--- config.mk ---
export PLATFORM = sky130hd
export DESIGN_NAME = lock_sequencer_flat
export DESIGN_NICKNAME = d
export VERILOG_FILES = /design/src/rtl/lock_sequencer_if.sv /design/src/rtl/lock_sequencer.sv /design/src/flat_wrapper.sv
export SDC_FILE = /design/constraint.sdc
export NUM_CORES = 1
export LEC_CHECK = 0
export CORE_UTILIZATION = 55
export CTS_CLUSTER_SIZE = 14
export DETAILED_ROUTE_END_ITERATION = 8
export GPL_TIMING_DRIVEN = 0
export PLACE_DENSITY = 0.77
export SYNTH_ARGS = -nofsm -noshare
export SYNTH_HDL_FRONTEND = slang
export SYNTH_SLANG_ARGS = --single-unit
--- constraint.sdc ---
create_clock -name clk -period 3.7 [get_ports clk]
set_input_delay 1.11 -clock clk [delete_from_list [all_inputs] [get_ports clk]]
set_output_delay 1.11 -clock clk [all_outputs]
set_load 0.1 [all_outputs]
--- src/rtl/lock_sequencer_if.sv ---
`default_nettype none
// ============================================================================
// lock_sequencer_if : button/datapath handshake bundle for lock_sequencer
// Rev 1.0
// ============================================================================
interface lock_sequencer_if #(
  parameter int DIGIT_W = 2
);
  logic               input_btn;
  logic               store_btn;
  logic               submit_btn;
  logic [DIGIT_W-1:0] digit;
  logic               cmp_done;
  logic               match;
  logic               wr_in;
  logic               wr_sys;
  logic [2:0]         wr_idx;
  logic [DIGIT_W-1:0] wr_data;
  logic               clr_in;
  logic               cmp_req;
  logic               unlock;
  logic               locked;
  logic               pw_set;
  logic [2:0]         attempts;
  logic [7:0]         sec_left;
  logic [3:0]         state;
  logic               cmp_err;

  modport slave (
    input  input_btn, store_btn, submit_btn, digit, cmp_done, match,
    output wr_in, wr_sys, wr_idx, wr_data, clr_in, cmp_req, unlock,
           locked, pw_set, attempts, sec_left, state, cmp_err
  );

  modport master (
    output input_btn, store_btn, submit_btn, digit, cmp_done, match,
    input  wr_in, wr_sys, wr_idx, wr_data, clr_in, cmp_req, unlock,
           locked, pw_set, attempts, sec_left, state, cmp_err
  );
endinterface
`default_nettype wire

--- src/rtl/lock_sequencer.sv ---
`default_nettype none
// ============================================================================
// lock_sequencer : button-edge sequencer with compare handshake, lockout and unlock timer
// Rev 1.0
// ============================================================================
module lock_sequencer #(
  parameter int PW_LEN       = 4,
  parameter int DIGIT_W      = 2,
  parameter int MAX_ATTEMPTS = 3,
  parameter int TICK_DIV     = 50_000_000,
  parameter int LOCK_BASE_S  = 5,
  parameter int UNLOCK_S     = 10,
  parameter int CMP_TIMEOUT  = 16
) (
  input  wire logic        clk,
  input  wire logic        system_reset,
  lock_sequencer_if.slave  bus
);

  localparam int CNT_W   = $clog2(PW_LEN + 1);
  localparam int PRESC_W = (TICK_DIV > 1) ? $clog2(TICK_DIV) : 1;
  localparam int WAIT_W  = (CMP_TIMEOUT > 1) ? $clog2(CMP_TIMEOUT) : 1;

  localparam logic [CNT_W-1:0]   C_CNT_FULL  = CNT_W'(PW_LEN);
  localparam logic [PRESC_W-1:0] C_PRESC_MAX = PRESC_W'(TICK_DIV - 1);
  localparam logic [WAIT_W-1:0]  C_WAIT_MAX  = WAIT_W'(CMP_TIMEOUT - 1);

  typedef enum logic [3:0] {
    S_IDLE    = 4'd0,
    S_ENTER   = 4'd1,
    S_STORE   = 4'd2,
    S_COMPARE = 4'd3,
    S_FAIL    = 4'd4,
    S_UNLOCK  = 4'd5,
    S_LOCKOUT = 4'd6
  } state_t;

  state_t               state_q, state_d;
  logic [CNT_W-1:0]     cnt_q, cnt_d;
  logic [2:0]           attempts_q, attempts_d;
  logic [1:0]           lock_level_q, lock_level_d;
  logic                 pw_set_q, pw_set_d;
  logic [7:0]           sec_left_q, sec_left_d;
  logic [PRESC_W-1:0]   presc_q, presc_d;
  logic [WAIT_W-1:0]    wait_q, wait_d;
  logic [2:0]           wr_idx_q, wr_idx_d;
  logic [DIGIT_W-1:0]   wr_data_q, wr_data_d;
  logic                 wr_in_q, wr_in_d;
  logic                 wr_sys_q, wr_sys_d;
  logic                 clr_in_q, clr_in_d;
  logic                 cmp_req_q, cmp_req_d;
  logic                 cmp_err_q, cmp_err_d;
  logic                 unlock_q, unlock_d;
  logic                 locked_q, locked_d;
  logic                 input_prev_q, store_prev_q, submit_prev_q;

  logic                 submit_ev, input_ev, store_ev;
  logic                 tick, expire;
  logic [15:0]          lock_shift;
  logic [7:0]           lock_secs;

  // Only the highest-priority rising edge is acted on in any one cycle.
  assign submit_ev = bus.submit_btn & ~submit_prev_q;
  assign input_ev  = bus.input_btn  & ~input_prev_q  & ~submit_ev;
  assign store_ev  = bus.store_btn  & ~store_prev_q  & ~submit_ev & ~input_ev;

  assign lock_shift = 16'(LOCK_BASE_S) << lock_level_q;
  assign lock_secs  = (lock_shift > 16'd255) ? 8'd255 : lock_shift[7:0];

  always_comb begin
    state_d      = state_q;
    cnt_d        = cnt_q;
    attempts_d   = attempts_q;
    lock_level_d = lock_level_q;
    pw_set_d     = pw_set_q;
    sec_left_d   = sec_left_q;
    presc_d      = presc_q;
    wait_d       = '0;
    wr_idx_d     = wr_idx_q;
    wr_data_d    = wr_data_q;
    wr_in_d      = 1'b0;
    wr_sys_d     = 1'b0;
    clr_in_d     = 1'b0;
    cmp_req_d    = 1'b0;
    cmp_err_d    = 1'b0;
    tick         = (presc_q == C_PRESC_MAX);
    expire       = 1'b0;

    if (state_q == S_UNLOCK || state_q == S_LOCKOUT) begin
      if (tick) begin
        presc_d    = '0;
        sec_left_d = sec_left_q - 8'd1;
        expire     = (sec_left_q <= 8'd1);
      end else begin
        presc_d = presc_q + 1'b1;
      end
    end

    case (state_q)
      S_IDLE: begin
        if (store_ev && !pw_set_q) begin
          wr_sys_d  = 1'b1;
          wr_idx_d  = 3'd0;
          wr_data_d = bus.digit;
          cnt_d     = CNT_W'(1);
          state_d   = S_STORE;
        end else if (input_ev && pw_set_q) begin
          wr_in_d   = 1'b1;
          wr_idx_d  = 3'd0;
          wr_data_d = bus.digit;
          cnt_d     = CNT_W'(1);
          state_d   = S_ENTER;
        end
      end

      S_ENTER: begin
        if (submit_ev) begin
          if (cnt_q == C_CNT_FULL) begin
            cmp_req_d = 1'b1;
            state_d   = S_COMPARE;
          end else begin
            state_d = S_FAIL;
          end
        end else if (input_ev && cnt_q < C_CNT_FULL) begin
          wr_in_d   = 1'b1;
          wr_idx_d  = 3'(cnt_q);
          wr_data_d = bus.digit;
          cnt_d     = cnt_q + 1'b1;
        end
      end

      S_STORE: begin
        if (submit_ev) begin
          if (cnt_q == C_CNT_FULL) begin
            pw_set_d = 1'b1;
            clr_in_d = 1'b1;
            state_d  = S_IDLE;
          end
        end else if (store_ev && cnt_q < C_CNT_FULL) begin
          wr_sys_d  = 1'b1;
          wr_idx_d  = 3'(cnt_q);
          wr_data_d = bus.digit;
          cnt_d     = cnt_q + 1'b1;
        end
      end

      S_COMPARE: begin
        if (bus.cmp_done) begin
          if (bus.match) begin
            attempts_d   = 3'd0;
            lock_level_d = 2'd0;
            sec_left_d   = 8'(UNLOCK_S);
            presc_d      = '0;
            state_d      = S_UNLOCK;
          end else begin
            state_d = S_FAIL;
          end
        end else if (wait_q == C_WAIT_MAX) begin
          cmp_err_d = 1'b1;
          state_d   = S_FAIL;
        end else begin
          wait_d = wait_q + 1'b1;
        end
      end

      S_FAIL: begin
        if (({1'b0, attempts_q} + 4'd1) < 4'(MAX_ATTEMPTS)) begin
          attempts_d = attempts_q + 3'd1;
          clr_in_d   = 1'b1;
          state_d    = S_IDLE;
        end else begin
          attempts_d   = 3'd0;
          sec_left_d   = lock_secs;
          presc_d      = '0;
          lock_level_d = (lock_level_q == 2'd3) ? 2'd3 : lock_level_q + 2'd1;
          state_d      = S_LOCKOUT;
        end
      end

      S_UNLOCK: begin
        if (expire || submit_ev) begin
          clr_in_d = 1'b1;
          state_d  = S_IDLE;
        end else if (store_ev) begin
          wr_sys_d  = 1'b1;
          wr_idx_d  = 3'd0;
          wr_data_d = bus.digit;
          cnt_d     = CNT_W'(1);
          state_d   = S_STORE;
        end
      end

      S_LOCKOUT: begin
        if (expire) begin
          clr_in_d = 1'b1;
          state_d  = S_IDLE;
        end
      end

      default: state_d = S_IDLE;
    endcase

    // The countdown only has meaning while a timed state is held.
    if (state_d != S_UNLOCK && state_d != S_LOCKOUT) begin
      sec_left_d = 8'd0;
      presc_d    = '0;
    end

    unlock_d = (state_d == S_UNLOCK);
    locked_d = (state_d == S_LOCKOUT);
  end

  always_ff @(posedge clk) begin
    if (system_reset) begin
      state_q       <= S_IDLE;
      cnt_q         <= '0;
      attempts_q    <= 3'd0;
      lock_level_q  <= 2'd0;
      pw_set_q      <= 1'b0;
      sec_left_q    <= 8'd0;
      presc_q       <= '0;
      wait_q        <= '0;
      wr_idx_q      <= 3'd0;
      wr_data_q     <= '0;
      wr_in_q       <= 1'b0;
      wr_sys_q      <= 1'b0;
      clr_in_q      <= 1'b0;
      cmp_req_q     <= 1'b0;
      cmp_err_q     <= 1'b0;
      unlock_q      <= 1'b0;
      locked_q      <= 1'b0;
      // Held high so a button pressed through reset yields no edge.
      input_prev_q  <= 1'b1;
      store_prev_q  <= 1'b1;
      submit_prev_q <= 1'b1;
    end else begin
      state_q       <= state_d;
      cnt_q         <= cnt_d;
      attempts_q    <= attempts_d;
      lock_level_q  <= lock_level_d;
      pw_set_q      <= pw_set_d;
      sec_left_q    <= sec_left_d;
      presc_q       <= presc_d;
      wait_q        <= wait_d;
      wr_idx_q      <= wr_idx_d;
      wr_data_q     <= wr_data_d;
      wr_in_q       <= wr_in_d;
      wr_sys_q      <= wr_sys_d;
      clr_in_q      <= clr_in_d;
      cmp_req_q     <= cmp_req_d;
      cmp_err_q     <= cmp_err_d;
      unlock_q      <= unlock_d;
      locked_q      <= locked_d;
      input_prev_q  <= bus.input_btn;
      store_prev_q  <= bus.store_btn;
      submit_prev_q <= bus.submit_btn;
    end
  end

  assign bus.wr_in    = wr_in_q;
  assign bus.wr_sys   = wr_sys_q;
  assign bus.wr_idx   = wr_idx_q;
  assign bus.wr_data  = wr_data_q;
  assign bus.clr_in   = clr_in_q;
  assign bus.cmp_req  = cmp_req_q;
  assign bus.unlock   = unlock_q;
  assign bus.locked   = locked_q;
  assign bus.pw_set   = pw_set_q;
  assign bus.attempts = attempts_q;
  assign bus.sec_left = sec_left_q;
  assign bus.state    = state_q;
  assign bus.cmp_err  = cmp_err_q;

endmodule
`default_nettype wire

--- src/flat_wrapper.sv ---
// flat-port wrapper written by rule: the top's interface ports become plain ports
module lock_sequencer_flat 
#(
  parameter int PW_LEN       = 4,
  parameter int DIGIT_W      = 2,
  parameter int MAX_ATTEMPTS = 3,
  parameter int TICK_DIV     = 50_000_000,
  parameter int LOCK_BASE_S  = 5,
  parameter int UNLOCK_S     = 10,
  parameter int CMP_TIMEOUT  = 16
)
  (clk, system_reset, bus_input_btn, bus_store_btn, bus_submit_btn, bus_digit, bus_cmp_done, bus_match, bus_wr_in, bus_wr_sys, bus_wr_idx, bus_wr_data, bus_clr_in, bus_cmp_req, bus_unlock, bus_locked, bus_pw_set, bus_attempts, bus_sec_left, bus_state, bus_cmp_err);
  lock_sequencer_if #(.DIGIT_W(DIGIT_W)) bus_i ();
  input  wire logic clk;
  input  wire logic system_reset;
  input wire logic [$bits(bus_i.input_btn)-1:0] bus_input_btn;
  input wire logic [$bits(bus_i.store_btn)-1:0] bus_store_btn;
  input wire logic [$bits(bus_i.submit_btn)-1:0] bus_submit_btn;
  input wire logic [$bits(bus_i.digit)-1:0] bus_digit;
  input wire logic [$bits(bus_i.cmp_done)-1:0] bus_cmp_done;
  input wire logic [$bits(bus_i.match)-1:0] bus_match;
  output wire logic [$bits(bus_i.wr_in)-1:0] bus_wr_in;
  output wire logic [$bits(bus_i.wr_sys)-1:0] bus_wr_sys;
  output wire logic [$bits(bus_i.wr_idx)-1:0] bus_wr_idx;
  output wire logic [$bits(bus_i.wr_data)-1:0] bus_wr_data;
  output wire logic [$bits(bus_i.clr_in)-1:0] bus_clr_in;
  output wire logic [$bits(bus_i.cmp_req)-1:0] bus_cmp_req;
  output wire logic [$bits(bus_i.unlock)-1:0] bus_unlock;
  output wire logic [$bits(bus_i.locked)-1:0] bus_locked;
  output wire logic [$bits(bus_i.pw_set)-1:0] bus_pw_set;
  output wire logic [$bits(bus_i.attempts)-1:0] bus_attempts;
  output wire logic [$bits(bus_i.sec_left)-1:0] bus_sec_left;
  output wire logic [$bits(bus_i.state)-1:0] bus_state;
  output wire logic [$bits(bus_i.cmp_err)-1:0] bus_cmp_err;
  assign bus_i.input_btn = bus_input_btn;
  assign bus_i.store_btn = bus_store_btn;
  assign bus_i.submit_btn = bus_submit_btn;
  assign bus_i.digit = bus_digit;
  assign bus_i.cmp_done = bus_cmp_done;
  assign bus_i.match = bus_match;
  assign bus_wr_in = bus_i.wr_in;
  assign bus_wr_sys = bus_i.wr_sys;
  assign bus_wr_idx = bus_i.wr_idx;
  assign bus_wr_data = bus_i.wr_data;
  assign bus_clr_in = bus_i.clr_in;
  assign bus_cmp_req = bus_i.cmp_req;
  assign bus_unlock = bus_i.unlock;
  assign bus_locked = bus_i.locked;
  assign bus_pw_set = bus_i.pw_set;
  assign bus_attempts = bus_i.attempts;
  assign bus_sec_left = bus_i.sec_left;
  assign bus_state = bus_i.state;
  assign bus_cmp_err = bus_i.cmp_err;
  lock_sequencer #(.PW_LEN(PW_LEN), .DIGIT_W(DIGIT_W), .MAX_ATTEMPTS(MAX_ATTEMPTS), .TICK_DIV(TICK_DIV), .LOCK_BASE_S(LOCK_BASE_S), .UNLOCK_S(UNLOCK_S), .CMP_TIMEOUT(CMP_TIMEOUT)) u_core (.clk(clk), .system_reset(system_reset), .bus(bus_i));
endmodule
Yosys cells after proc, flatten, opt, wreduce, memory -nomap -nowiden. Index checks and enable logic that the tools add are counted.

$add $sub $neg: 7. $lt $le $gt $ge: 4. Eq/ne operators: 24. Shift-type cells: 1. Mux-type cells: 83. Bitwise operators: 13. Reduce and logical (&&, ||, !) cells: 19.

Operator list (count): two-way mux 26 bit (5); two-way mux 3 bit (21); one-hot mux 26 bit (2 select lines) (1); two-way mux 8 bit (6); two-way mux 4 bit (10); one-hot mux 4 bit (7 select lines) (1); adder 26 x 1 -> 26 bit, second input constant (1); equality test 26 bit, second input constant (1); two-way mux 2 bit (12); one-hot mux 3 bit (4 select lines) (2); equality test 4 x 3 -> 1 bit, second input constant (5); two-way mux 1 bit (18); > comparator 16 x 8 -> 1 bit, second input constant (1); one-hot mux 8 bit (2 select lines) (1); << shifter 3 x 2 -> 16 bit, first input constant (1); != test 2 bit, second input constant (6); equality test 4 x 2 -> 1 bit, second input constant (2); <= comparator 8 x 1 -> 1 bit, second input constant (1); != test 4 x 3 -> 1 bit, second input constant (2); one-hot mux 2 bit (4 select lines) (1); AND reduction 8 bit (1); subtractor 8 x 1 -> 8 bit, second input constant (1); NOT 1 bit (7); adder 3 x 1 -> 3 bit, second input constant (2); 28 further kinds (42).

Flip-flop bits (word level): 66. Input bits: 9. Output and inout bits: 28. Logic and storage cells: 171.

Longest topological paths before layout. Gate-level depths: netlist of the first run.

Depth in word-level cells: 12. Gate-level depth with buffers: 11. Depth with buffers taken out: 9.

Least setup slack after synthesis of the first run. OpenSTA, ideal clock, no wires.

Kind: reg-to-reg. Start: register u_core.sec_left_q[0] (netlist: u_core.bus.sec_left[0]). End: register u_core.wr_data_q[0] (netlist: u_core.bus.wr_data[0]). Library setup time: 0.128 ns. Arrival: 2.873 ns. Data required time: 3.572 ns. Setup slack: 0.700 ns. Cell stages (with the launch flop): 11. Path buffers: 1. Period minus slack after synthesis: 3.000 ns. Cell sequence: dfxtp_1 inv_1 ha_1 nor2_1 nor4_4 nand4_2 nand2_1 a2111oi_2 buf_2 mux2i_1 nor2_1.

Word-level cells in the longest chain between the ends: 6.

Ends and longest elaborated chain: from (decl) (line lock_sequencer.sv:43) `logic [7:0] sec_left_q, sec_left_d;`; from (signal assigned) (line lock_sequencer.sv:242) `sec_left_q <= sec_left_d;`; <= comparator 8 x 1 -> 1 bit (line lock_sequencer.sv:93) `expire = (sec_left_q <= 8'd1);`; two-way mux 1 bit (line lock_sequencer.sv:90) `if (tick) begin`; two-way mux 1 bit (line lock_sequencer.sv:89) `if (state_q == S_UNLOCK || state_q == S_LOCKOUT) begin`; logical OR 1 bit (line lock_sequencer.sv:181) `if (expire || submit_ev) begin`; != test 2 bit (no line); AND reduction 8 bit (no line); to (signal assigned) (line lock_sequencer.sv:246) `wr_data_q <= wr_data_d;`; to (decl) (line lock_sequencer.sv:47) `logic [DIGIT_W-1:0] wr_data_q, wr_data_d;`.

No other way between the ends. A chain may end at the register's enable or synchronous reset.

Final worst setup path of the first run.
Start: input port bus_submit_btn. End: register u_core.presc_q[0].

Word-level cells in the longest chain between the ends: 11. Elaborated cells between the ends (all ways): 20. Classes of those cells: 2 x eq/ne; 7 x mux; 6 x bitwise; 5 x reduce/logical.

Ends and longest elaborated chain: from (decl) (line flat_wrapper.sv:18) `input wire logic [$bits(bus_i.submit_btn)-1:0] bus_submit_btn;`; bitwise AND 1 bit (*) (line lock_sequencer.sv:63) `assign submit_ev = bus.submit_btn & ~submit_prev_q;`; NOT 1 bit (line lock_sequencer.sv:64, lock_sequencer.sv:65); bitwise AND 1 bit (line lock_sequencer.sv:64) `assign input_ev = bus.input_btn & ~input_prev_q & ~submit_ev;`; NOT 1 bit (line lock_sequencer.sv:65) `assign store_ev = bus.store_btn & ~store_prev_q & ~submit_ev & ~input_ev;`; bitwise AND 1 bit (line lock_sequencer.sv:65); two-way mux 4 bit or logical AND 1 bit (tied branches) (line lock_sequencer.sv:184, lock_sequencer.sv:101); two-way mux 4 bit, on equally long branches (line lock_sequencer.sv:181, lock_sequencer.sv:101); one-hot mux 4 bit (7 select lines) (*) (line lock_sequencer.sv:99) `case (state_q)`; != test 4 x 3 -> 1 bit (line lock_sequencer.sv:204) `if (state_d != S_UNLOCK && state_d != S_LOCKOUT) begin`; logical AND 1 bit (*) (line lock_sequencer.sv:204); OR reduction 2 bit (no line) (*); to (signal assigned) (line lock_sequencer.sv:243) `presc_q <= presc_d;`; to (decl) (line lock_sequencer.sv:44) `logic [PRESC_W-1:0] presc_q, presc_d;`.

Mark *: on every way between the ends. The rest lies on a longest branch, timed or not.

==> results of run 1 <==
-- worst max-delay path, cell delays in order --
cell	delay, ns
clkdlybuf4s50_1	0.43
nor2b_4	0.16
or4b_4	0.55
nor4b_2	0.26
a311oi_1	0.10
a21oi_1	0.19
nor2b_1	0.07
buf_6	0.14
buf_6	0.14
nor4_2	0.27
-- Yosys cell counts, types with 2 or more instances --
master | number | area, sq um
a211o_1 | 2 | 17.5
a211oi_1 | 4 | 30.0
a21oi_1 | 14 | 70.1
a311oi_1 | 3 | 26.3
a31oi_1 | 2 | 12.5
and2_1 | 3 | 18.8
and3_1 | 10 | 62.6
and4b_1 | 2 | 20.0
buf_2 | 6 | 30.0
buf_6 | 5 | 56.3
clkbuf_1 | 10 | 37.5
dfxtp_1 | 66 | 1320
ha_1 | 8 | 100
inv_1 | 13 | 48.8
mux2_2 | 2 | 22.5
mux2i_1 | 5 | 50.1
nand2_1 | 30 | 113
nand2b_1 | 6 | 37.5
nand3_1 | 12 | 60.1
nand4_1 | 12 | 75.1
nor2_1 | 38 | 143
nor2b_1 | 6 | 37.5
nor3_1 | 15 | 75.1
nor3b_1 | 2 | 15.0
nor3b_2 | 2 | 25.0
nor4_1 | 20 | 125
nor4_2 | 3 | 37.5
nor4_4 | 2 | 42.5
nor4b_1 | 2 | 17.5
nor4b_2 | 2 | 30.0
o21ai_0 | 6 | 30.0
o22a_1 | 3 | 26.3
or2_2 | 6 | 37.5
or4_1 | 2 | 15.0
xnor2_1 | 17 | 149
xor2_1 | 17 | 149
-- area by class of cell --
cell class | count | area (sq um)
Sequential cell | 66 | 1320
Fill cell | 487 | 1900
Buffer | 21 | 124
Multi-Input combinational cell | 281 | 1900
Inverter | 13 | 48.8
Clock inverter | 3 | 40.0
Tap cell | 75 | 93.8
Timing Repair Buffer | 36 | 360
Clock buffer | 13 | 139
-- flip-flops by register name, indices dropped and copies added, names as in the netlist, 2 cells and up --
name and count:
u_core.bus.state 4, u_core.bus.sec_left 8, u_core.bus.wr_data 2, u_core.wait_q 4
u_core.cnt_q 3, u_core.presc_q 26, u_core.bus.wr_idx 3, u_core.bus.attempts 3
u_core.lock_level_q 2
-- power groups by stage --
| stage | logic [mW] | registers (mW) | clock network [mW] |
|---|---|---|---|
| final | 0.0687 | 0.719 | 0.572 |
| after global routing | 0.0743 | 0.719 | 0.609 |
| after CTS | 0.0683 | 0.719 | 0.578 |
| after detailed placement | 0.0680 | 0.735 | 0 |
| after global placement | 0.0670 | 0.734 | 0 |
| after floorplan | 0.0311 | 0.749 | 0 |
-- worst max path at each step --
stage	to	slack [ns]	cells past startpoint
2_1_floorplan	u_core.bus.wr_data[0]$_SDFFE_PP0P_	0.70	10
3_3_place_gp	u_core.presc_q[22]$_SDFF_PP0_	0.21	10
3_5_place_dp	u_core.bus.wr_data[1]$_SDFFE_PP0P_	0.18	9
4_1_cts	bus_pw_set	0.51	1
5_1_grt	u_core.bus.wr_data[1]$_SDFFE_PP0P_	0.29	9
6_report	u_core.presc_q[0]$_SDFF_PP0_	0.51	10
-- cells by family after synthesis --
family                   Yosys count  synth area share
XOR/XNOR                          35            0.0926
flip-flops                        66             0.390
AND/OR/NAND/NOR                  186             0.324
buffers and inverters             34            0.0509
adder cells (fa/ha/maj)            8            0.0295
other                              1           0.00111
AO/OA/AOI/OAI                     44            0.0915
multiplexers                       7            0.0214
-- per-stage QoR --
step                utilization  worst slack, ns  instance area [sq um]
finish                    0.680            0.515                   4030
global route              0.680            0.289                   4030
CTS                       0.680            0.514                   4030
detailed placement        0.650            0.176                   3850
global placement          0.650            0.210                   3850
floorplan                     -            0.700                   3390
-- per-layer routing --
metal | wire length, um | track usage | vias to the layer above
met1 | 3470 | 0.316 | 1358
met3 | 348 | 0.0511 | 23
met2 | 3540 | 0.405 | 79
met5 | 0 | 0 | -
li1 | - | - | 1452
met4 | 195 | 0.136 | 0
==> metrics.txt, run 1 <==
postcts setup bufs=0; EDFF count, synth=0; DIE HEIGHT=80.5 um; clk_skew=0.00777 ns; worst r2r src=u_core.bus.state[2]$_SDFF_PP0_; Post-DRT Antenna Nets=0; CTS tree=done; Synth async-reset ratio=0; Via density=5.73; count of cell types in the netlist=59; Rel. slew slack=0.337; most frequent cells in the layout=dfxtp_1 (66), nor2_1 (38), clkdlybuf4s50_1 (36); Syn. warnings=0; Combinational Power Share=0.051; Initial Util=0.573; worst reg2reg setup slack=1.12 ns; ys flop type=dfxtp_1; worst-skew pair later-pin latency=0.34 ns; via count=2,912; synthesized area per cell=8.90 sq um; Psw=0.309 mW; Die X=80.5 um; # DRC=0; worst hold path class=reg -> reg; Fin Hold WS=0.452 ns; Setup CP Type=in -> reg; H-tree lvl count=3; 1st-iter DRT viols=212; # IOs=37; DRT Pass-1 Iters=4; Cells after Synth=381; non-filler cells, final=508; number of global-route vias before repair=2,754; Sw Ratio=0.228; Routed WL=7560 um; Int Pwr=1.05 mW; clock tree root buffer cell=clkbuf_8; routed len/inst=14.9 um; first-pass GRT wire length=12,500 um; Rows=28; Mapped Nets=398; fin. max-slew vios=0; most common cell after layout, fill and taps aside=dfxtp_1; clock-pin slew on the worst setup and hold paths=0.07 ns; Startpoint Class=input pin; share of cells above drive strength 1=0.115; crit path from=bus_submit_btn; Final Setup Violations=0; placed cells=492; cell depth of the worst flop-to-flop path=9; largest net degree at the start of global routing=11; total die area=0.00649 sq mm; worst path arrival time=3.44 ns; RSZ-0062 raised after global routing=false; worst slew pin tran=0.992 ns; Seq pwr share=0.529; synthesized area=0.00339 sq mm; CTS resizes=0; register area share after synthesis=0.390; initial antenna violation count=0; CTS Buf Count=9; fin crit share=0.861; Hold Crit Depth=1; Layout area overhead=18.7%; reg2reg end=u_core.presc_q[21]$_SDFF_PP0_; status=complete, no violations; Design Power=1.36 mW; Max Freq=314 MHz; hold path endpoint=u_core.wait_q[0]$_SDFF_PP0_; max-cap check violation count=0; Final Wtd Congestion=0.907; Final TNS setup=0 ns; Crit. End Element=register; count of hold-fix buffers inserted at cts=0; power share of the clock group=0.421; Synth Register Bits=66; NumNets Final=445; Bufs on Longest Clock Path=2; Tmin final=3.19 ns; WP data required=3.95 ns; CP Max Fanout=10; Power per Cell Area=338 mW/mm^2; Core ar.=0.00592 sq mm; LEAKAGE=1.36 nW; Hold Startpoint=u_core.wait_q[0]$_SDFF_PP0_; final hold violation count=0; post-DP HPWL=5410 um; clock sinks=66; VDD IR-drop max=0.244 mV; grt ovf=0; GRT Total Usage=0.253; diode count=0; I/O Buffers=36
No activity file was read; power rests on OpenSTA's default activity.
==> inputs of run 2 (changes only) <==
- CORE_MARGIN: unset -> 1
- CTS_CLUSTER_DIAMETER: unset -> 50
==> results of run 2 <==
The final DEF is identical to that of run 1; final timing and power are the same.
==> inputs of run 3 (changes only) <==
- CAP_MARGIN: unset -> 20
- CORE_MARGIN: 1 -> 2
==> run 3 against run 2 <==
Final cell count is 0.20% lower; count of clock-buffer cells in the layout stayed put; global-route usage is 1.8 points lower; routed wire length shrank 0.44%; cell area grew 0.25%; via count rose by 0.14%; total power is essentially flat; die area is 5.0% higher; core utilization fell by 0.23 points.
==> metrics.txt, run 3 (synthesis results as in run 1) <==
Initial Util=0.570 (-0.00337); Max Freq=313 MHz (-0.41%); status=complete, no violations; Int Pwr=1.05 mW (about the same); largest reg by FF count=u_core.presc_q; CTS Buf Count=9 (unchanged); Critical path buffers and inverters=3 (unchanged); Combinational Power Share=0.050 (about the same); most common cell after layout, fill and taps aside=dfxtp_1; Rows=28 (unchanged); clock sinks=66 (unchanged); CTS resizes=0 (unchanged); H-tree lvl count=3 (unchanged); Final Setup Violations=0 (unchanged); Most Frequent Cell on Critical Path=buf_6; Sw Ratio=0.227 (-0.000841); post-DP HPWL=5350 um (-1.2%); WL met3=377 um (+8.3%); CTS tree=done; DRT Pass-1 Iters=4 (unchanged); worst path arrival time=3.44 ns (about the same); CP Max Fanout=10 (unchanged); Design Power=1.36 mW (about the same); family with the most delay on the worst path=simple AND/OR/NAND/NOR gates; LEAKAGE=1.37 nW (+0.73%); Layout area overhead=19.0%; Power per Cell Area=337 mW/mm^2 (-0.33%); CP max-delay cell=or4b_4; I/O Buffers=36 (unchanged); Final TNS setup=0 ns (unchanged); routed wl met2=3570 um (+0.76%); Post-DRT Antenna Nets=0 (unchanged); GRT Total Usage=0.235 (-0.0176); Die X=82.5 um (+2.5%); setup slack at placement=0.159 ns (-0.0167 ns); Seq pwr share=0.529 (about the same); WP data required=3.94 ns (about the same); area of the multi-input gates=0.00190 sq mm (unchanged); highest routed layer=met4; max FFs per register=26 (unchanged); Final Wtd Congestion=0.895 (-1.3%); register area=0.00132 sq mm (unchanged); RSZ-0062 raised after global routing=false; fin. max-slew vios=0 (unchanged); postcts setup bufs=0 (unchanged); clk_skew=0.00394 ns (-0.00383 ns); first-pass GRT wire length=12,300 um (-2.1%); Crit. End Element=register; worst-skew pair later-pin latency=0.34 ns (about the same); largest net degree at the start of global routing=11 (unchanged); most frequent cells in the layout=dfxtp_1 (66), nor2_1 (38), clkdlybuf4s50_1 (36); DIE HEIGHT=82.5 um (+2.5%); Via density=5.75 (+0.33%); max-cap check violation count=0 (unchanged); power share of the clock group=0.420 (about the same); worst slew pin tran=0.989 ns (-0.00271 ns); via count=2,916 (+0.14%); share of cells above drive strength 1=0.123 (+0.00721); Tmin final=3.20 ns (+0.0131 ns); fin crit share=0.864 (+0.00353); initial antenna violation count=0 (unchanged); diode count=0 (unchanged); Routed WL=7530 um (-0.44%); routed len/inst=14.8 um (-0.24%); Psw=0.308 mW (-0.45%); NumNets Final=445 (unchanged); 1st-iter DRT viols=153 (-28%); M1 wire length=3460 um (-0.23%); clock-pin slew on the worst setup and hold paths=0.06 ns (about the same); Hold Crit Depth=1 (unchanged); Rel. slew slack=0.339 (+0.00181); Core ar.=0.00596 sq mm (+0.59%); CP Cell Sequence=clkdlybuf4s50_1 > nor2b_4 > or4b_4 > nor4b_2 > a311oi_1 > a21oi_1 > nor2b_1 > buf_6 > buf_6 > nor4_1; Setup CP Type=in -> reg; fillers=488 (+0.21%); # DRC=0 (unchanged); number of global-route vias before repair=2,717 (-1.3%); total die area=0.00681 sq mm (+5.0%); setup ws final=0.502 ns (-0.0131 ns); worst hold path class=reg -> reg; VDD IR-drop max=0.220 mV (-9.8%); # IOs=37 (unchanged); grt ovf=0 (unchanged); Bufs on Longest Clock Path=2 (unchanged); cell depth of the worst flop-to-flop path=9 (unchanged); Levels on crit path=10 (unchanged); Startpoint Class=input pin; final hold violation count=0 (unchanged); count of hold-fix buffers inserted at cts=0 (unchanged); CP peak stage delay=0.56 ns (about the same); clock tree root buffer cell=clkbuf_8
-- run 3: cell types whose count changed in the layout (fill, tap and decap cells not counted), sizes merged --
| cell | change |
|---|---|
| bufinv | -1 |
-- run 3: worst register-to-register path, stage by stage, from the launching register on --
cell and delay [ns]:
dfxtp_1 0.33, buf_6 0.14, or2_1 0.21, buf_2 0.18, or3_4 0.44, and2_1 0.17, clkbuf_1 0.16, o21ai_2 0.39
buf_2 0.31, nor4_1 0.09
-- run 3: cell type report --
type | instances | share of cell area
clock inverters | 2 | 0.00248
clock buffers | 13 | 0.0443
repair buffers | 36 | 0.0893
well taps | 75 | 0.0233
plain buffers | 21 | 0.0307
flip-flops and latches | 66 | 0.327
multi-input cells | 281 | 0.470
inverters | 13 | 0.0121
-- run 3: per-layer routing --
layer	up-vias	track usage
met5	-	0
met2	76	0.390
met3	12	0.0609
met4	0	0.0885
met1	1374	0.293
li1	1454	-
-- run 3: metrics by stage --
stage | utilization | instances | hold slack (ns) | instance area (sq um)
floorplan | - | 381 | 0.418 | 3390
global placement | 0.646 | 492 | 0.432 | 3850
detailed placement | 0.646 | 492 | 0.452 | 3850
CTS | 0.678 | 507 | 0.462 | 4040
global route | 0.678 | 507 | 0.500 | 4040
finish | 0.678 | 507 | 0.459 | 4040
-- run 3: power groups by stage --
stage,combinational [mW],clock [mW],sequential [mW]
floorplan,0.0311,0,0.749
global placement,0.0670,0,0.734
detailed placement,0.0680,0,0.735
CTS,0.0685,0.581,0.719
global route,0.0735,0.606,0.719
finish,0.0685,0.571,0.719
-- run 3: final timing paths --
path                                                startpoint                       endpoint  slack, ns
worst max-delay path                            bus_submit_btn  u_core.presc_q[25]$_SDFF_PP0_       0.50
worst min-delay path               u_core.wait_q[0]$_SDFF_PP0_    u_core.wait_q[0]$_SDFF_PP0_       0.46
worst max register to register  u_core.bus.state[2]$_SDFF_PP0_  u_core.presc_q[25]$_SDFF_PP0_       1.14
worst min register to register     u_core.wait_q[0]$_SDFF_PP0_    u_core.wait_q[0]$_SDFF_PP0_       0.46
==> patch 1: new RTL, config.mk and constraints of run 1 <==
`UNLOCK_S` is set to 10 in 2 places; all go to 5.
--- a/src/rtl/lock_sequencer.sv
+++ b/src/rtl/lock_sequencer.sv
@@ -11,3 +11,3 @@
   parameter int LOCK_BASE_S  = 5,
-  parameter int UNLOCK_S     = 10,
+  parameter int UNLOCK_S     = 5,
   parameter int CMP_TIMEOUT  = 16
--- a/src/flat_wrapper.sv
+++ b/src/flat_wrapper.sv
@@ -8,3 +8,3 @@
   parameter int LOCK_BASE_S  = 5,
-  parameter int UNLOCK_S     = 10,
+  parameter int UNLOCK_S     = 5,
   parameter int CMP_TIMEOUT  = 16
Check against the original RTL: same outputs for any inputs over 10 cycles, from zero or initial values and one cycle with system_reset high; that may be too few to reach the edited logic, so the function may still have changed.
==> patch 1 against run 1 <==
  * Wire length down 0.56%
  * Combinational power down 8.2%
  * Sequential cell count unchanged
  * Worst hold slack worse by 2.2 ps
  * Count of clock-buffer cells in the layout up 2
  * Non-clock buffer count down 8
  * Setup slack better by 38 ps
  * Synthesized area down 3.1%
  * Final area down 2.0%
  * Total power up 5.1%
  * Largest cell class unchanged
==> patch 1: results <==
[min_path]
hold_path_class = flip-flop to flip-flop
hold_start = u_core.wait_q[0]$_SDFF_PP0_

[place]
place_congestion = 0.887
place_inst = 505
portBuffers = 35
dp_hpwl_mm = 5.29
placedInstanceArea_mm2 = 0.00373

[synth]
synth_cell_type_count = 51
yosysSeqAreaShare_pct = 40.2
syn_nets = 415
syn_inst = 398
synth_common_cells = dfxtp_1 (66), nor2_1 (63), nand3_1 (28)
yosys-top-cells-area = dfxtp_1 (40%), nor2_1 (7.2%), xor2_1 (4.8%), nand3_1 (4.3%), ha_1 (3.0%)
synthFlopType = dfxtp_1
yosysWarnings = 0
async_flop_share_pct = 0

[routing]
vias = 3004
first_iter_violations = 206
first_pass_iters = 4
wire_per_inst_um = 14.4
routed_wl_mm = 7.52

[grt]
antenna_found_initial = 0
grt_pass1_wl_mm = 13.0
grt_pass1_vias = 2873
grt_start_max_net_pins = 11
grt_use_total_pct = 26.5

[pwr]
peakVddDrop_uv = 267
p_leak_nw = 1.32
p_switching_mw = 0.307

[layout]
nets = 461
largest_reg_flops = 26
fillers = 450
diodes = 0
drive_gt1_share_pct = 5.57
top_register = u_core.presc_q

[clock_tree]
cts_resized = 0
cts-root-buf = clkbuf_8
htree_levels = 3
cts_buffers = 9
clock_latency_ps = 340
clk_pin_slew_ps = 70
clockBufferDepth = 2
postCtsSetupRepairBufs = 0

[worst_setup_path]
crit_path_start = u_core.bus.state[0]$_SDFF_PP0_
cp_data_arrival_time_ps = 2040
critPathSlowestCell = clkdlybuf4s50_1
worstReg2RegStart = u_core.bus.state[3]$_SDFF_PP0_
path_delay_family = buffers and inverters
max_stage_delay_ps = 1200
critPathMaxFanout = 7

[timing]
skew_ps = 6.54
max_slew_margin_pct = 33.8

[run_status]
outcome = completed
## patch 1: changes by cell type after synthesis, sizes merged, moves of 4 or more
cell   delta
nor2     +25
nor4     -20
nand3    +16
buf       -8
nand2     -7
o21ai     +7
xnor2     -7
a31oi     +6
nor3      -5
and4      +4
inv       +4
or2       -4
or3       +4
## patch 1: power groups by stage
stage          Clock, mW  Sequential [mW]  Combinational (mW)
3_5_place_dp           0            0.733              0.0618
4_1_cts            0.661            0.717              0.0624
3_3_place_gp           0            0.733              0.0613
6_report           0.649            0.717              0.0631
5_1_grt            0.692            0.717              0.0682
2_1_floorplan          0            0.747              0.0270
## patch 1: worst paths after layout
check             cells past startpoint  slack, ps                                 to
setup / recovery                      1        550                       bus_state[0]
hold / removal                        1        450        u_core.wait_q[0]$_SDFF_PP0_
setup reg to reg                      8        750  u_core.bus.sec_left[5]$_SDFF_PP0_
hold reg to reg                       1        450        u_core.wait_q[0]$_SDFF_PP0_
## patch 1: final cells by class
cell class                 count  area (um^2)  area share, %
clock buffer                  15          186           4.73
clock inverter                 1         30.0          0.761
timing repair buffer          35          350           8.88
inverter                      17         63.8           1.62
sequential                    66         1320           33.5
multi-input combinational    301         1850           46.8
buffer                        14         56.3           1.43
tap                           72         90.1           2.28
## patch 1: cell families (layout without fill, tap and decap cells)
logic type                 after synthesis  in the layout  synth area share [%]
AOI/OAI and AO/OA                       59             59                  11.9
xor gates and xnor gates                30             30                  8.22
adders and majority gates                8              8                  3.05
buffers and inverters                   31             82                  3.65
DFF                                     66             66                  40.2
muxes                                    5              5                  1.56
other                                    1              1                 0.114
and+or+nand+nor                        198            198                  31.3
## patch 1: layer usage
layer  up-vias  part of all wire, %  global-route usage (%)
li1       1501                    -                       -
met3         9                  6.5                    7.70
met4         0                  1.3                    9.09
met2        88                   46                    41.6
met5         -                    0                       0
met1      1406                   47                    34.6
## patch 1: stage by stage
| step | utilization, % | total power [mW] | worst slack [ps] | hold slack, ps |
|---|---|---|---|---|
| after CTS | 69.9 | 1.44 | 546 | 454 |
| after global routing | 69.9 | 1.48 | 391 | 471 |
| after global placement | 66.1 | 0.794 | 217 | 435 |
| after floorplan | - | 0.774 | 554 | 418 |
| after detailed placement | 66.1 | 0.795 | 254 | 444 |
| final | 69.9 | 1.43 | 553 | 450 |
==> patch 2: new RTL, config.mk and constraints of run 1 <==
Made on the original files. Make the reset (`system_reset`) asynchronous in one clocked block.
--- a/src/rtl/lock_sequencer.sv
+++ b/src/rtl/lock_sequencer.sv
@@ -212,3 +212,3 @@
 
-  always_ff @(posedge clk) begin
+  always_ff @(posedge clk or posedge system_reset) begin
     if (system_reset) begin
Behaviour: differs if system_reset is asserted again (counterexample within 4 cycles, from zero or initial values and one cycle with system_reset high); with system_reset held inactive, the same outputs for 10 cycles.
==> patch 2 against run 1 <==
  * Die area up 1.7%
  * Setup slack worse by 70 ps
  * Final area up 3.8%
  * Synthesized area up 1.7%
  * Sequential cell count unchanged
  * Wire length down 3.9%
  * Largest cell class unchanged
Power is not compared: it rests on default switching activity, and its combinational part moved more than twofold at a synthesized area within 25%.
==> patch 2: results <==
[place]
place_congestion = 0.913
place_inst = 470
placedInstanceArea_mm2 = 0.00393
dp_worst_setup_slack_ps = 87.7

[grt]
use_met2_pct = 42.1
grt_pass1_wl_mm = 12.4

[synth]
yosys-top-cells-area = dfrtp_1 (46%), nor2_1 (6.0%), xnor2_1 (4.6%), xor2_1 (4.3%), nand2_1 (2.9%)
yosysSeqAreaShare_pct = 48.0
synth.area.mux_share_pct = 2.47
synth_cell_type_count = 53
synth_fa_ha_area_share_pct = 2.54
async_flop_share_pct = 100
synth_common_cells = dfrtp_1 (63), nor2_1 (55), nand2_1 (27)

[layout]
clock_area_share_pct = 6.02
buffer_area_share_pct = 10.3
fin_cells = 486
n_all_buffers = 49
final.clkbuf_count = 10
multi_input_area_share_pct = 40.4
nets = 422
syn_to_final_growth_pct = 21.0

[floorplanning]
core_mm2 = 0.00599

[worst_setup_path]
reg2reg_slack_ps = 790
r2r.worst_path.cells = 8
critPathSlowestCell = or4_1
max_stage_delay_ps = 570
critPathMaxFanout = 7
worstReg2RegStart = u_core.bus.state[1]$_DFF_PP0_

[clock_tree]
clock_latency_ps = 360

[run_status]
outcome = completed

[timing]
skew_ps = 13.5
max_slew_margin_pct = 34.1

[routing]
routed_wl_mm = 7.26
wirelength_met1_mm = 3.29
wl_met3_um = 231

[min_path]
hold_start = u_core.wait_q[0]$_DFF_PP0_
-- patch 2: how the worst max path moves through the flow --
| stage | from | slack (ps) | endpoint |
|---|---|---|---|
| floorplan | u_core.bus.state[1]$_DFF_PP0_ | 520 | u_core.bus.wr_data[0]$_DFFE_PP0P_ |
| global placement | system_reset | -180 | u_core.bus.sec_left[2]$_DFF_PP0_ |
| CTS | bus_submit_btn | 460 | u_core.bus.wr_data[0]$_DFFE_PP0P_ |
| detailed placement | bus_submit_btn | 90 | u_core.bus.wr_data[0]$_DFFE_PP0P_ |
| global route | bus_submit_btn | 310 | u_core.bus.wr_data[1]$_DFFE_PP0P_ |
| finish | bus_submit_btn | 440 | u_core.cnt_q[0]$_DFFE_PP0P_ |
-- patch 2: worst reg2reg max path: cells and delay by family (launching register included) --
family / cells / cell delay, ps
compound gates: 1 / 190
flops: 1 / 470
buf+inv: 2 / 440
simple gates: 4 / 1410
xor+xnor: 1 / 290
